$ cat src/rtl/vga_scan_mouse_controller_pkg.sv
// Shared VGA timing constants, vertical state encoding and the cursor clamp helper.
// Default timing is 640x480@60 (800x525 total).
package vga_timing_pkg;

  localparam int H_ACTIVE = 640;
  localparam int H_FP     = 16;
  localparam int H_SYNC   = 96;
  localparam int H_BP     = 48;
  localparam int H_TOTAL  = H_ACTIVE + H_FP + H_SYNC + H_BP;

  localparam int V_ACTIVE = 480;
  localparam int V_FP     = 10;
  localparam int V_SYNC   = 2;
  localparam int V_BP     = 33;
  localparam int V_TOTAL  = V_ACTIVE + V_FP + V_SYNC + V_BP;

  localparam int CURSOR_SIZE  = 20;
  localparam int MOUSE_INIT_X = 310;
  localparam int MOUSE_INIT_Y = 230;

  typedef enum logic [1:0] {
    VS_ACTIVE,
    VS_FRONT,
    VS_SYNC,
    VS_BACK
  } vstate_t;

  // Saturate a signed 12-bit sum into the unsigned range [0, hi].
  function automatic logic [10:0] clamp(input logic signed [11:0] v,
                                        input logic signed [11:0] hi);
    if (v < 12'sd0) begin
      return 11'd0;
    end else if (v > hi) begin
      return hi[10:0];
    end else begin
      return v[10:0];
    end
  endfunction

endpackage

$ cat src/rtl/vga_scan_mouse_controller_if.sv
// Mouse movement packet handshake between the PS/2 decoder (master) and the controller (slave).
interface vga_scan_mouse_controller_if;
  logic              move_valid;
  logic signed [8:0] move_dx;
  logic signed [8:0] move_dy;
  logic              move_ready;

  modport master (output move_valid, output move_dx, output move_dy, input move_ready);
  modport slave  (input move_valid, input move_dx, input move_dy, output move_ready);
endinterface

$ cat src/rtl/vga_scan_mouse_controller_tracker.sv
// Cursor accumulator: clamps each accepted packet into the pending position and
// copies it to the visible position on the frame-boundary commit strobe.
module vga_mouse_tracker
  import vga_timing_pkg::*;
#(
  parameter int X_MAX  = vga_timing_pkg::H_ACTIVE - vga_timing_pkg::CURSOR_SIZE,
  parameter int Y_MAX  = vga_timing_pkg::V_ACTIVE - vga_timing_pkg::CURSOR_SIZE,
  parameter int INIT_X = vga_timing_pkg::MOUSE_INIT_X,
  parameter int INIT_Y = vga_timing_pkg::MOUSE_INIT_Y
) (
  input  logic                         clk,
  input  logic                         reset,
  input  logic                         commit,
  vga_scan_mouse_controller_if.slave   mv,
  output logic [10:0]                  mouse_x,
  output logic [10:0]                  mouse_y
);

  logic [10:0]        pend_x_reg;
  logic [10:0]        pend_y_reg;
  logic [10:0]        mouse_x_reg;
  logic [10:0]        mouse_y_reg;
  logic               accept;
  logic signed [11:0] sum_x;
  logic signed [11:0] sum_y;

  // Refusing packets on the commit clk keeps pend stable while it is copied.
  assign mv.move_ready = !reset && !commit;
  assign accept        = mv.move_valid && mv.move_ready;

  // Screen Y grows downward while mouse dy is positive-up, hence the subtraction.
  assign sum_x = $signed({1'b0, pend_x_reg}) + $signed({{3{mv.move_dx[8]}}, mv.move_dx});
  assign sum_y = $signed({1'b0, pend_y_reg}) - $signed({{3{mv.move_dy[8]}}, mv.move_dy});

  always_ff @(posedge clk) begin
    if (reset) begin
      pend_x_reg  <= 11'(INIT_X);
      pend_y_reg  <= 11'(INIT_Y);
      mouse_x_reg <= 11'(INIT_X);
      mouse_y_reg <= 11'(INIT_Y);
    end else begin
      if (accept) begin
        pend_x_reg <= clamp(sum_x, 12'(X_MAX));
        pend_y_reg <= clamp(sum_y, 12'(Y_MAX));
      end
      if (commit) begin
        mouse_x_reg <= pend_x_reg;
        mouse_y_reg <= pend_y_reg;
      end
    end
  end

  assign mouse_x = mouse_x_reg;
  assign mouse_y = mouse_y_reg;

endmodule

$ cat src/rtl/vga_scan_mouse_controller.sv
// VGA scan timing plus frame-synchronous mouse cursor position.
// Define VGA_SYNC_DELAY_EN to add one pix_ce register stage on hsync/vsync/video_active.
module vga_scan_mouse_controller #(
  parameter int H_ACTIVE     = vga_timing_pkg::H_ACTIVE,
  parameter int H_FP         = vga_timing_pkg::H_FP,
  parameter int H_SYNC       = vga_timing_pkg::H_SYNC,
  parameter int H_BP         = vga_timing_pkg::H_BP,
  parameter int V_ACTIVE     = vga_timing_pkg::V_ACTIVE,
  parameter int V_FP         = vga_timing_pkg::V_FP,
  parameter int V_SYNC       = vga_timing_pkg::V_SYNC,
  parameter int V_BP         = vga_timing_pkg::V_BP,
  parameter int CURSOR_SIZE  = vga_timing_pkg::CURSOR_SIZE,
  parameter int MOUSE_INIT_X = vga_timing_pkg::MOUSE_INIT_X,
  parameter int MOUSE_INIT_Y = vga_timing_pkg::MOUSE_INIT_Y
) (
  input  logic                         clk,
  input  logic                         reset,
  input  logic                         pix_ce,
  vga_scan_mouse_controller_if.slave   mv,
  output logic [9:0]                   xPixel,
  output logic [8:0]                   yPixel,
  output logic                         video_active,
  output logic                         hsync,
  output logic                         vsync,
  output logic                         frame_start,
  output logic [10:0]                  mouseX,
  output logic [10:0]                  mouseY
);

  import vga_timing_pkg::*;

  localparam int H_TOTAL  = H_ACTIVE + H_FP + H_SYNC + H_BP;
  localparam int V_TOTAL  = V_ACTIVE + V_FP + V_SYNC + V_BP;
  localparam int HS_START = H_ACTIVE + H_FP;
  localparam int HS_END   = HS_START + H_SYNC;

  logic [9:0] h_cnt_reg, h_cnt_next;
  logic [9:0] v_cnt_reg, v_cnt_next;
  vstate_t    vstate_reg, vstate_next;
  logic       line_end;
  logic       commit;
  logic       active_now, hsync_now, vsync_now;

  logic [9:0] x_pixel_reg;
  logic [8:0] y_pixel_reg;
  logic       video_active_reg, hsync_reg, vsync_reg;

  assign line_end = (h_cnt_reg == 10'(H_TOTAL - 1));
  // The commit clk is the pix_ce that starts the first blanking line.
  assign commit      = pix_ce && !reset && (h_cnt_reg == 10'd0) && (v_cnt_reg == 10'(V_ACTIVE));
  assign frame_start = commit;

  always_comb begin
    h_cnt_next = h_cnt_reg;
    v_cnt_next = v_cnt_reg;
    if (pix_ce) begin
      if (line_end) begin
        h_cnt_next = 10'd0;
        v_cnt_next = (v_cnt_reg == 10'(V_TOTAL - 1)) ? 10'd0 : v_cnt_reg + 10'd1;
      end else begin
        h_cnt_next = h_cnt_reg + 10'd1;
      end
    end
  end

  always_comb begin
    vstate_next = vstate_reg;
    if (pix_ce && line_end) begin
      case (vstate_reg)
        VS_ACTIVE: if (v_cnt_reg == 10'(V_ACTIVE - 1))                   vstate_next = VS_FRONT;
        VS_FRONT:  if (v_cnt_reg == 10'(V_ACTIVE + V_FP - 1))            vstate_next = VS_SYNC;
        VS_SYNC:   if (v_cnt_reg == 10'(V_ACTIVE + V_FP + V_SYNC - 1))   vstate_next = VS_BACK;
        VS_BACK:   if (v_cnt_reg == 10'(V_TOTAL - 1))                    vstate_next = VS_ACTIVE;
        default:                                                         vstate_next = VS_ACTIVE;
      endcase
    end
    active_now = (h_cnt_reg < 10'(H_ACTIVE)) && (vstate_reg == VS_ACTIVE);
    hsync_now  = !((h_cnt_reg >= 10'(HS_START)) && (h_cnt_reg < 10'(HS_END)));
    vsync_now  = (vstate_reg != VS_SYNC);
  end

  always_ff @(posedge clk) begin
    if (reset) begin
      h_cnt_reg        <= 10'd0;
      v_cnt_reg        <= 10'd0;
      vstate_reg       <= VS_ACTIVE;
      x_pixel_reg      <= 10'd0;
      y_pixel_reg      <= 9'd0;
      video_active_reg <= 1'b0;
      hsync_reg        <= 1'b1;
      vsync_reg        <= 1'b1;
    end else if (pix_ce) begin
      h_cnt_reg        <= h_cnt_next;
      v_cnt_reg        <= v_cnt_next;
      vstate_reg       <= vstate_next;
      x_pixel_reg      <= active_now ? h_cnt_reg : 10'd0;
      y_pixel_reg      <= active_now ? v_cnt_reg[8:0] : 9'd0;
      video_active_reg <= active_now;
      hsync_reg        <= hsync_now;
      vsync_reg        <= vsync_now;
    end
  end

  assign xPixel = x_pixel_reg;
  assign yPixel = y_pixel_reg;

`ifdef VGA_SYNC_DELAY_EN
  // Extra stage lines sync/blank up with a registered RGB path.
  logic hsync_dly_reg, vsync_dly_reg, video_active_dly_reg;

  always_ff @(posedge clk) begin
    if (reset) begin
      hsync_dly_reg        <= 1'b1;
      vsync_dly_reg        <= 1'b1;
      video_active_dly_reg <= 1'b0;
    end else if (pix_ce) begin
      hsync_dly_reg        <= hsync_reg;
      vsync_dly_reg        <= vsync_reg;
      video_active_dly_reg <= video_active_reg;
    end
  end

  assign hsync        = hsync_dly_reg;
  assign vsync        = vsync_dly_reg;
  assign video_active = video_active_dly_reg;
`else
  assign hsync        = hsync_reg;
  assign vsync        = vsync_reg;
  assign video_active = video_active_reg;
`endif

  vga_mouse_tracker #(
    .X_MAX  (H_ACTIVE - CURSOR_SIZE),
    .Y_MAX  (V_ACTIVE - CURSOR_SIZE),
    .INIT_X (MOUSE_INIT_X),
    .INIT_Y (MOUSE_INIT_Y)
  ) u_tracker (
    .clk     (clk),
    .reset   (reset),
    .commit  (commit),
    .mv      (mv),
    .mouse_x (mouseX),
    .mouse_y (mouseY)
  );

endmodule
$ cat src/flat_wrapper.sv
// flat-port wrapper written by rule: the top's interface ports become plain ports
module vga_scan_mouse_controller_flat import vga_timing_pkg::*;
#(
  parameter int H_ACTIVE     = vga_timing_pkg::H_ACTIVE,
  parameter int H_FP         = vga_timing_pkg::H_FP,
  parameter int H_SYNC       = vga_timing_pkg::H_SYNC,
  parameter int H_BP         = vga_timing_pkg::H_BP,
  parameter int V_ACTIVE     = vga_timing_pkg::V_ACTIVE,
  parameter int V_FP         = vga_timing_pkg::V_FP,
  parameter int V_SYNC       = vga_timing_pkg::V_SYNC,
  parameter int V_BP         = vga_timing_pkg::V_BP,
  parameter int CURSOR_SIZE  = vga_timing_pkg::CURSOR_SIZE,
  parameter int MOUSE_INIT_X = vga_timing_pkg::MOUSE_INIT_X,
  parameter int MOUSE_INIT_Y = vga_timing_pkg::MOUSE_INIT_Y
)
  (clk, reset, pix_ce, xPixel, yPixel, video_active, hsync, vsync, frame_start, mouseX, mouseY, mv_move_valid, mv_move_dx, mv_move_dy, mv_move_ready);
  vga_scan_mouse_controller_if mv_i ();
  input  logic clk;
  input  logic reset;
  input  logic pix_ce;
  output logic [9:0] xPixel;
  output logic [8:0] yPixel;
  output logic video_active;
  output logic hsync;
  output logic vsync;
  output logic frame_start;
  output logic [10:0] mouseX;
  output logic [10:0] mouseY;
  input wire logic [$bits(mv_i.move_valid)-1:0] mv_move_valid;
  input wire logic [$bits(mv_i.move_dx)-1:0] mv_move_dx;
  input wire logic [$bits(mv_i.move_dy)-1:0] mv_move_dy;
  output wire logic [$bits(mv_i.move_ready)-1:0] mv_move_ready;
  assign mv_i.move_valid = mv_move_valid;
  assign mv_i.move_dx = mv_move_dx;
  assign mv_i.move_dy = mv_move_dy;
  assign mv_move_ready = mv_i.move_ready;
  vga_scan_mouse_controller #(.H_ACTIVE(H_ACTIVE), .H_FP(H_FP), .H_SYNC(H_SYNC), .H_BP(H_BP), .V_ACTIVE(V_ACTIVE), .V_FP(V_FP), .V_SYNC(V_SYNC), .V_BP(V_BP), .CURSOR_SIZE(CURSOR_SIZE), .MOUSE_INIT_X(MOUSE_INIT_X), .MOUSE_INIT_Y(MOUSE_INIT_Y)) u_core (.clk(clk), .reset(reset), .pix_ce(pix_ce), .mv(mv_i), .xPixel(xPixel), .yPixel(yPixel), .video_active(video_active), .hsync(hsync), .vsync(vsync), .frame_start(frame_start), .mouseX(mouseX), .mouseY(mouseY));
endmodule
$ cat config.mk
export PLATFORM = sky130hd
export DESIGN_NAME = vga_scan_mouse_controller_flat
export DESIGN_NICKNAME = d
export VERILOG_FILES = /design/src/rtl/vga_scan_mouse_controller_pkg.sv /design/src/rtl/vga_scan_mouse_controller_if.sv /design/src/rtl/vga_scan_mouse_controller_tracker.sv /design/src/rtl/vga_scan_mouse_controller.sv /design/src/flat_wrapper.sv
export SDC_FILE = /design/constraint.sdc
export NUM_CORES = 1
export LEC_CHECK = 0
export ABC_AREA = 1
export BUFFER_PORTS_ARGS = -buffer_cell sky130_fd_sc_hd__buf_2
export CORE_UTILIZATION = 58
export DETAILED_ROUTE_END_ITERATION = 12
export GPL_TIMING_DRIVEN = 0
export PLACE_DENSITY = 0.8
export SLEW_MARGIN = 20
export SYNTH_ARGS = -nofsm -noshare
export SYNTH_HDL_FRONTEND = slang
export SYNTH_SLANG_ARGS = --single-unit
$ cat constraint.sdc
create_clock -name clk -period 3 [get_ports clk]
set_clock_uncertainty 0.15 [all_clocks]
set_input_delay 0.15 -clock clk [delete_from_list [all_inputs] [get_ports clk]]
set_output_delay 0.15 -clock clk [all_outputs]
set_load 0.02 [all_outputs]
After elaboration in Yosys (flattened, before gate mapping)
Cells that the tools add are included.
{ "totals": {"out_inout_bits": 46, "latchBits": 0, "ram_bits": 0, "romBits": 0, "word_cells": 65, "memories": 0, "input_bits": 22, "regBits": 88} }
{ "classes": {"bitwise": 0, "eq_ne": 14, "n_reduce_logical": 15, "mul": 0, "add_sub_neg": 4, "n_div": 0, "n_shift": 0, "magnitude_cmp": 7, "mux": 13} }
{ "op_table": {"columns": ["op", "count"], "rows": [
  ["11-bit 2-to-1 mux", 4],
  ["10-bit by 9-bit equality test with 1-bit output, second input constant", 4],
  ["10-bit 2-to-1 mux", 3],
  ["12-bit by 1-bit less-than comparator with 1-bit output, second input constant", 2],
  ["10-bit by 1-bit adder with 10-bit output, second input constant", 2],
  ["10-bit equality test, second input constant", 2],
  ["10-bit less-than comparator, second input constant", 2],
  ["12-bit by 9-bit adder with 12-bit output", 1],
  ["12-bit by 10-bit > comparator with 1-bit output, second input constant", 1],
  ["12-bit by 11-bit > comparator with 1-bit output, second input constant", 1],
  ["12-bit by 9-bit subtractor with 12-bit output", 1],
  ["10-bit greater-or-equal comparator, second input constant", 1],
  ["10-bit logical NOT", 1],
  ["9-bit 2-to-1 mux", 1],
  ["1-bit logical AND", 8],
  ["2-bit 2-to-1 mux", 4],
  ["2-bit by 1-bit != test with 1-bit output, second input constant", 4],
  ["2-bit one-hot mux with 4 select lines", 1],
  ["6-bit AND reduction", 1],
  ["2-bit equality test, second input constant", 2],
  ["1-bit logical NOT", 3],
  ["2-bit by 1-bit equality test with 1-bit output, second input constant", 1],
  ["2-bit logical NOT", 1],
  ["2-bit != test, second input constant", 1],
  ["2-bit AND reduction", 1]
]} }

Longest topological paths before layout
Gate-level depths: netlist of run 1.
{ "depth": {"depth_word": 7, "ltp_mapped": 18, "depth_no_buf": 18} }

Cells and area by module
Synthesis of run 1 repeated with hierarchy kept, for this count alone.
{ "hier_totals": {"cells_unflattened": 761, "hier_area_um2": 5123.7} }
{ "by_module_without_submodules": {"columns": ["mod", "cells_each", "n_inst", "seq_area_each_um2", "area_per_inst_um2"], "rows": [
  ["vga_mouse_tracker", 433, 1, 880.8, 2860.2],
  ["vga_scan_mouse_controller", 328, 1, 880.8, 2263.4]
]} }

Worst setup path before layout of run 1
OpenSTA, ideal clock, no wires.
{ "synth_path": {"path_type": "register to register", "start": "reg u_core.u_tracker.pend_x_reg[0]", "end": "reg u_core.u_tracker.pend_x_reg[5]", "stages_incl_launch_ff": 14, "setup_ns": 0.119, "path_buffers": 0, "slack_ns": 0.860, "synth_period_minus_slack_ns": 2.140, "required_time_ns": 2.731, "t_arrival_ns": 1.871, "path_cell_list": "dfxtp_1 -> ha_1 -> fa_1 -> nand2_1 -> nand2_1 -> nand2_1 -> xor2_1 -> o21ai_0 -> nand3_1 -> nand3_1 -> nand2_1 -> inv_1 -> o21ai_0 -> nand2_1"} }
{ "synth_between": {"elab_chain_cells": 4, "elab_cells_between_ends": 5, "classes_between": "add/sub (1); order compare (2); mux (2)"} }
{ "synth_lines": {"columns": ["item", "line_no", "text"], "rows": [
  ["from (decl)", "vga_scan_mouse_controller_tracker.sv:19", "logic [10:0] pend_x_reg;"],
  ["from (signal assigned)", "vga_scan_mouse_controller_tracker.sv:37", "pend_x_reg <= 11'(INIT_X);"],
  ["from (signal assigned)", "vga_scan_mouse_controller_tracker.sv:43", "pend_x_reg <= clamp(sum_x, 12'(X_MAX));"],
  ["12-bit by 9-bit adder with 12-bit output (*)", "vga_scan_mouse_controller_tracker.sv:32", "assign sum_x = $signed({1'b0, pend_x_reg}) + $signed({{3{mv.move_dx[8]}}, mv.move_dx});"],
  ["12-bit by 11-bit > comparator with 1-bit output", "vga_scan_mouse_controller_pkg.sv:33", "end else if (v > hi) begin"],
  ["11-bit 2-to-1 mux", "vga_scan_mouse_controller_pkg.sv:33", null],
  ["11-bit 2-to-1 mux (*)", "vga_scan_mouse_controller_pkg.sv:31", "if (v < 12'sd0) begin"]
]} }
Mark *: on every way between the ends. The rest lies on a longest branch, timed or not.
A chain may end at the register's enable or synchronous reset.

Worst setup path in the final report of run 1
{ "layout_path": {"start": "in pix_ce", "end": "out frame_start"} }
{ "layout_between": {"elab_chain_cells": 3} }
{ "layout_lines": {"columns": ["item", "line_no", "text"], "rows": [
  ["from (decl)", "flat_wrapper.sv:20", "input logic pix_ce;"],
  ["1-bit logical AND (3 in a row)", "vga_scan_mouse_controller.sv:50", "assign commit = pix_ce && !reset && (h_cnt_reg == 10'd0) && (v_cnt_reg == 10'(V_ACTIVE));"],
  ["to (decl)", "flat_wrapper.sv:26", "output logic frame_start;"]
]} }
Every way passes these cells.

==> summary.md, run 1 <==
| Metric | Value |
|---|---|
| Iter 0 DRT Violations | approximately 190 |
| Die width | about 94 microns |
| Async S/R FF share, synth | 0% |
| RSZ-0062 raised after global routing | no |
| VDD IR max | 273 uV |
| Max Buffers Root-to-Sink | 2 |
| Total track usage | 27.9% |
| First-pass GRT wire length | about 19000 microns |
| Sequential area share after synthesis | a little over a third |
| Initial antenna violation count | 0 |
| Minimum clock period | approximately 2.5 ns |
| Vias | roughly 4800 |
| Register bit total from synthesis | 88 |
| Hold Startpoint | reset |
| Ys flop type | dfxtp_1 |
| Net Count, Synth | about 750 |
| Slew HR | about three fifths |
| Fraction of layout cells with a size suffix above 1 | 15.9% |
| DR vias/cell | between 5 and 6 |
| Critical Path Sink Type | output port |
| Ys Warns | 0 |
| Final setup violation count | 0 |
| Syn Area/Cell | 7.08 sq um |
| Cell count after synthesis | between 600 and 700 |
| Number of H-tree levels | 3 |
| Post-synth EDFFs | 0 |
| Critical Setup Path Class | input pin to output port |
| Critical R2R Launch | u_core.u_tracker.pend_x_reg[0] |
| DRT antenna net count | 0 |
| Setup TNS Final | 0 ns |
| DR DRC count | 0 |
| CTS buffer count | 9 |
| Most frequent cells in the layout | 170 x nand2_1, 88 x dfxtp_1, 76 x inv_1 |
| Max Fanout on Critical Path | 9 |
| Gr ovfl total | 0 |
| IO buf count | 67 |
| Pins Over Slew Limit | 0 |
| Clock Power Share | 33.2% |
| DR WL/cell | 13.3 microns |
| Hold WC Path Type | input pin to flip-flop |
| TritonRoute pass-1 iters | 5 |
| CTS sink cnt | 88 |
| Io pins | between 60 and 70 |
| Vias in the first global route | between 4000 and 5000 |
| Worst path required time | around 2.7 ns |
| Internal power | about 1800 uW |
| Largest net degree at the start of global routing | 17 |
| Final nets | between 800 and 900 |
| Period utilisation layout | 82.6% |
| Final Hold Vio Count | 0 |
| Worst-Skew Late Latency | roughly 0.37 ns |
| Post-CTS Setup Bufs | 0 |
| Static Leakage | 0.00267 uW |
| Startpoint Class | input pin |
| Detail Placement HPWL | about 9100 microns |
| Reg2Reg Depth | 14 |
| Max Clk Rate | 0.404 GHz |
| Status | complete, no violations |
| Unique masters post-synth | 48 |
| Worst reg2reg setup slack | approximately 0.56 ns |
| Worst slew pin tran | 0.601 ns |
| Seq pwr share | roughly 48% |
| Sw Ratio | between 30% and 40% |
| Post-synth top area share | roughly 36% |
| Worst Path Arrival | between 2 and 2.5 ns |
| Clock-pin slew on the worst setup and hold paths | about 0.090 ns |
| Full die area | between 0.008 and 0.009 sq mm |
| Hold Path Cell Cnt | 4 |
| Num rows | 33 |
| Area growth from synthesis to layout | 13.7% |
| Leading area contributor after synthesis | dfxtp_1 |
| Combinational share of power | a little under a fifth |
| Post-DP Area | 0.00541 sq mm |
| Root Driver | clkbuf_8 |
| Design Area, Final | 0.00562 sq mm |
| Max-cap violation count | 0 |
| Core area | 0.00822 sq mm |
| Final wirelength | between 10000 and 15000 microns |
| Mapped Area | 0.00494 sq mm |
| Initial core utilization | between 60% and 70% |
| Most common cell after layout, fill and taps aside | nand2_1 |
| CTS tree | done |
| Most area-consuming cells after synthesis | dfxtp_1 36%, nand2_1 13%, ha_1 7.9% |
| Diode count | 0 |
| CP startpoint | pix_ce |
| Die height | between 90 and 100 microns |
| Final GP Congestion | around 0.91 |
| Net Switching | between 700 and 800 uW |
| Pwr Density | 449 mW/mm^2 |
through the flow:
stage               setup slack, ns  hold slack, ns  util, %  total power (uW)  cells
floorplan                     0.860           0.169        -              1600    698
global placement              0.607           0.289     65.8              1690    870
detailed placement            0.598           0.303     65.8              1710    870
CTS                           0.536         0.00760     68.4              2520    887
global route                  0.378          0.0154     68.4              2650    887
finish                        0.523          0.0150     68.4              2520    887
layer usage:
layer  wire length [microns]  global-route usage, %  part of all wire [%]
met1                    5360                   35.7                    46
met2                    5530                   47.2                    47
met3                     623                   4.77                   5.3
met4                     244                   9.10                   2.1
met5                       0                      0                     0
worst max-delay path, cell delays in order:
cell and delay [ns]:
dlygate4sd3_1 0.51, buf_2 0.17, clkinv_1 0.30, nor3_1 0.26
nand3_1 0.09, nor4_1 0.42, buf_2 0.26
power by group through the flow:
stage,combinational [uW],sequential (uW),clock (uW)
after CTS,463,1220,842
after global placement,447,1250,0
after global routing,533,1220,888
final,465,1220,837
after detailed placement,459,1250,0
after floorplan,353,1240,0
Yosys cell counts (2+ instances only):
library cell	instances
nand2_1	170
nand3_4	2
o21ai_0	36
a21boi_0	2
and3_1	3
nand2_4	2
ha_1	31
buf_2	2
a211oi_1	4
o22ai_1	2
nor2_4	4
inv_1	76
nand2_2	5
nand3_1	58
nor2_1	66
buf_1	3
nor3_1	15
a21oi_1	50
fa_1	2
xnor2_1	2
a21oi_2	5
dfxtp_1	88
buf_6	3
nor4_1	3
clkbuf_1	11
a31oi_1	2
inv_2	6
xor2_1	8
nand4_1	14
o21ai_1	5
final cells by class:
class | instances | area [sq um]
multi-input cells | 504 | 2740
fillers | 715 | 2600
flip-flops and latches | 88 | 1760
repair buffers | 68 | 345
inverters | 86 | 332
well taps | 105 | 131
clock buffers | 9 | 124
plain buffers | 20 | 104
clock inverters | 7 | 77.6
repair_timing:
item | in CTS | in global routing
hold endpoints to repair | 1 | 0
gates resized for setup | 0 | 0
hold buffers | 1 | 0
kinds of logic (layout without fill, tap and decap cells):
group                      count (synthesis)  in the layout  share of synthesized area, %
AOI/OAI and AO/OA                        111            111                          12.3
xor gates and xnor gates                  11             11                          2.10
adders and majority gates                 33             33                          8.66
buffers and inverters                    106            190                          8.81
DFF                                       88             88                          35.7
and+or+nand+nor                          349            349                          32.4
final timing paths:
| path | end |
|---|---|
| min reg2reg | u_core.xPixel[8] |
| max | frame_start |
| min | u_core.h_cnt_reg[1] |
| max reg2reg | u_core.u_tracker.pend_x_reg[8] |
Power figures use the tool's default switching activity.
==> run 2, diff against run 1 <==
- CORE_UTILIZATION: 58 -> 52
- PLACE_DENSITY: 0.8 -> 0.76
- clock period: 3 -> 2.2 ns (I/O delays scaled with it)
==> summary.md, run 2 (same netlist as run 1, synthesis figures left out) <==
| Metric | Value |
|---|---|
| CTS tree | done |
| DR DRC count | 0 |
| Buf+Inv Stages, Crit Path | 1 |
| Max Fanout on Critical Path | 6 |
| Period utilisation layout | 104% |
| Core area | ~0.0092 sq mm |
| Worst reg2reg setup slack | -0.09 ns |
| Die height | about 99 microns |
| VDD IR max | between 300 and 400 uV |
| Worst slew pin tran | ~0.6 ns |
| Number of H-tree levels | 3 |
| Status | finished with violations |
| Root Driver | clkbuf_8 |
| Critical Path Sink Type | flip-flop |
| Hold Path Cell Cnt | 5 |
| Worst-Skew Late Latency | ~0.36 ns |
| Iter 0 DRT Violations | roughly 320 |
| Pins Over Slew Limit | 0 |
| Worst R2R End | u_core.u_tracker.pend_x_reg[6] |
| Worst path required time | about 2.3 ns |
| RSZ-0062 raised after global routing | yes |
| Gr ovfl total | 0 |
| Die width | between 90 and 100 microns |
| Failing checks | negative setup slack |
| Minimum clock period | roughly 2.3 ns |
| Fraction of layout cells with a size suffix above 1 | between 20% and 30% |
| DR WL/cell | ~14 microns |
| Io pins | between 60 and 70 |
| Final Hold Vio Count | 0 |
| Worst Path Arrival | 2.42 ns |
| Vias | 4941 |
| PnR worst setup slack | -0.0908 ns |
| Post-layout util | between 60% and 70% |
| CTS sink cnt | 88 |
| Max Buffers Root-to-Sink | 2 |
| Final wirelength | 13000 microns |
| Detail Placement HPWL | 9200 microns |
| Fin cells | about 930 |
| Hold WC Path Type | input pin to flip-flop |
| Reg2Reg Depth | 12 |
| Clock-pin slew on the worst setup and hold paths | around 0.090 ns |
| Slew HR | approximately three fifths |
| IO buf count | 67 |
| TritonRoute pass-1 iters | 5 |
| Diode count | 0 |
| Critical Setup Path Class | flip-flop to flip-flop |
| Full die area | 0.00989 sq mm |
| Total track usage | ~26% |
| Worst path max stage delay | around 0.38 ns |
| Initial antenna violation count | 0 |
| Crit path cell chain | ha_4, fa_2, xor2_2, o21ai_0, o21ai_1, nand3_1, nand3_2, nand2_4, buf_4, nand2_2, nand2_1, a21oi_1 |
| Max Clk Rate | roughly 0.44 GHz |
| DRT antenna net count | 0 |
| Vias in the first global route | between 4000 and 5000 |
| CTS buffer count | 9 |
| Most common cell after layout, fill and taps aside | nand2_1 |
| Fillcell total | 757 |
| Dpl cells | 894 |
| First-pass GRT wire length | 20500 microns |
| CP max stage cell | fa_2 |
| Num rows | 35 |
| Largest net degree at the start of global routing | 17 |
| Final setup violation count | 6 |
| Static Leakage | ~0.0028 uW |
| Final GP Congestion | slightly above 0.9 |
| Hold Crit Endpoint | u_core.u_tracker.pend_y_reg[0] |
| Initial core utilization | a little over half |
| DR vias/cell | between 5 and 6 |
| Most frequent cells in the layout | 146 x nand2_1, 73 x dfxtp_1, 71 x inv_1 |
| Max-cap violation count | 0 |
| Startpoint Class | flip-flop |
| Hold Startpoint | mv_move_dy[0] |
| Area growth from synthesis to layout | 26.0% |
| Critical R2R Launch | u_core.u_tracker.pend_x_reg[0] |
| Pwr Density | 588 mW/mm^2 |
| Final nets | 850 |
| Top delay family on crit path | adder cells |
-- run 2: power by group --
part	internal, uW	switching (uW)
combinational	383	530
clock	457	615
sequential	1630	44.3
total	2470	1190
-- run 2: how the worst max path moves through the flow --
stage	slack (ns)	to	cells after the start	start
floorplan	0.06	u_core.u_tracker.pend_x_reg[5]	13	u_core.u_tracker.pend_x_reg[0]
global placement	-0.16	u_core.u_tracker.pend_x_reg[2]	13	u_core.u_tracker.pend_x_reg[0]
detailed placement	-0.22	u_core.u_tracker.pend_x_reg[2]	13	u_core.u_tracker.pend_x_reg[0]
CTS	-0.02	u_core.u_tracker.pend_x_reg[0]	13	u_core.u_tracker.pend_x_reg[0]
global route	-0.19	u_core.u_tracker.pend_x_reg[6]	12	u_core.u_tracker.pend_x_reg[0]
finish	-0.09	u_core.u_tracker.pend_x_reg[6]	12	u_core.u_tracker.pend_x_reg[0]
-- run 2: layout make-up --
type                    count  area (sq um)  area share, %
multi-input cells         504          3150           50.6
flip-flops and latches     88          1790           28.7
repair buffers             86           492           7.90
inverters                  86           340           5.47
well taps                 129           161           2.59
clock buffers              10           138           2.21
plain buffers              20           104           1.67
clock inverters             6          53.8          0.864
-- run 2: what timing repair did --
action	4_1_cts	5_1_grt
buffers inserted	9	7
resized for setup	27	86
setup endpoints to repair	19	20
gates cloned	0	0
endpoints found under the hold margin	3	0
pin swaps	10	30
hold buffers	3	0
-- run 2: worst register-to-register path, cell delays in order, from the launching register on --
cell and delay [ns]:
dfxtp_2 0.35, ha_4 0.16, fa_2 0.38, xor2_2 0.20, o21ai_0 0.13, o21ai_1 0.16
nand3_1 0.11, nand3_2 0.11, nand2_4 0.09, buf_4 0.16, nand2_2 0.05, nand2_1 0.05
a21oi_1 0.12
-- run 2: stage by stage --
stage | hold slack (ns) | TNS (ns) | power [uW] | worst slack [ns] | instance area (sq um)
after floorplan | 0.129 | 0 | 2180 | 0.0598 | 4940
after global placement | 0.289 | -1.38 | 2310 | -0.156 | 5440
after detailed placement | 0.297 | -2.03 | 2330 | -0.216 | 5440
after CTS | 0.00885 | -0.0850 | 3470 | -0.0243 | 5830
after global routing | 0.0418 | -1.76 | 3830 | -0.190 | 6220
final | 0.0211 | -0.251 | 3660 | -0.0908 | 6220
-- run 2: layer usage --
layer / up-vias / global-route usage (%) / part of all wire (%)
met5: - / 0 / 0
met2: 122 / 44.3 / 49
met1: 2319 / 33.0 / 45
li1: 2483 / - / -
met3: 17 / 4.36 / 4.5
met4: 0 / 7.92 / 1.3
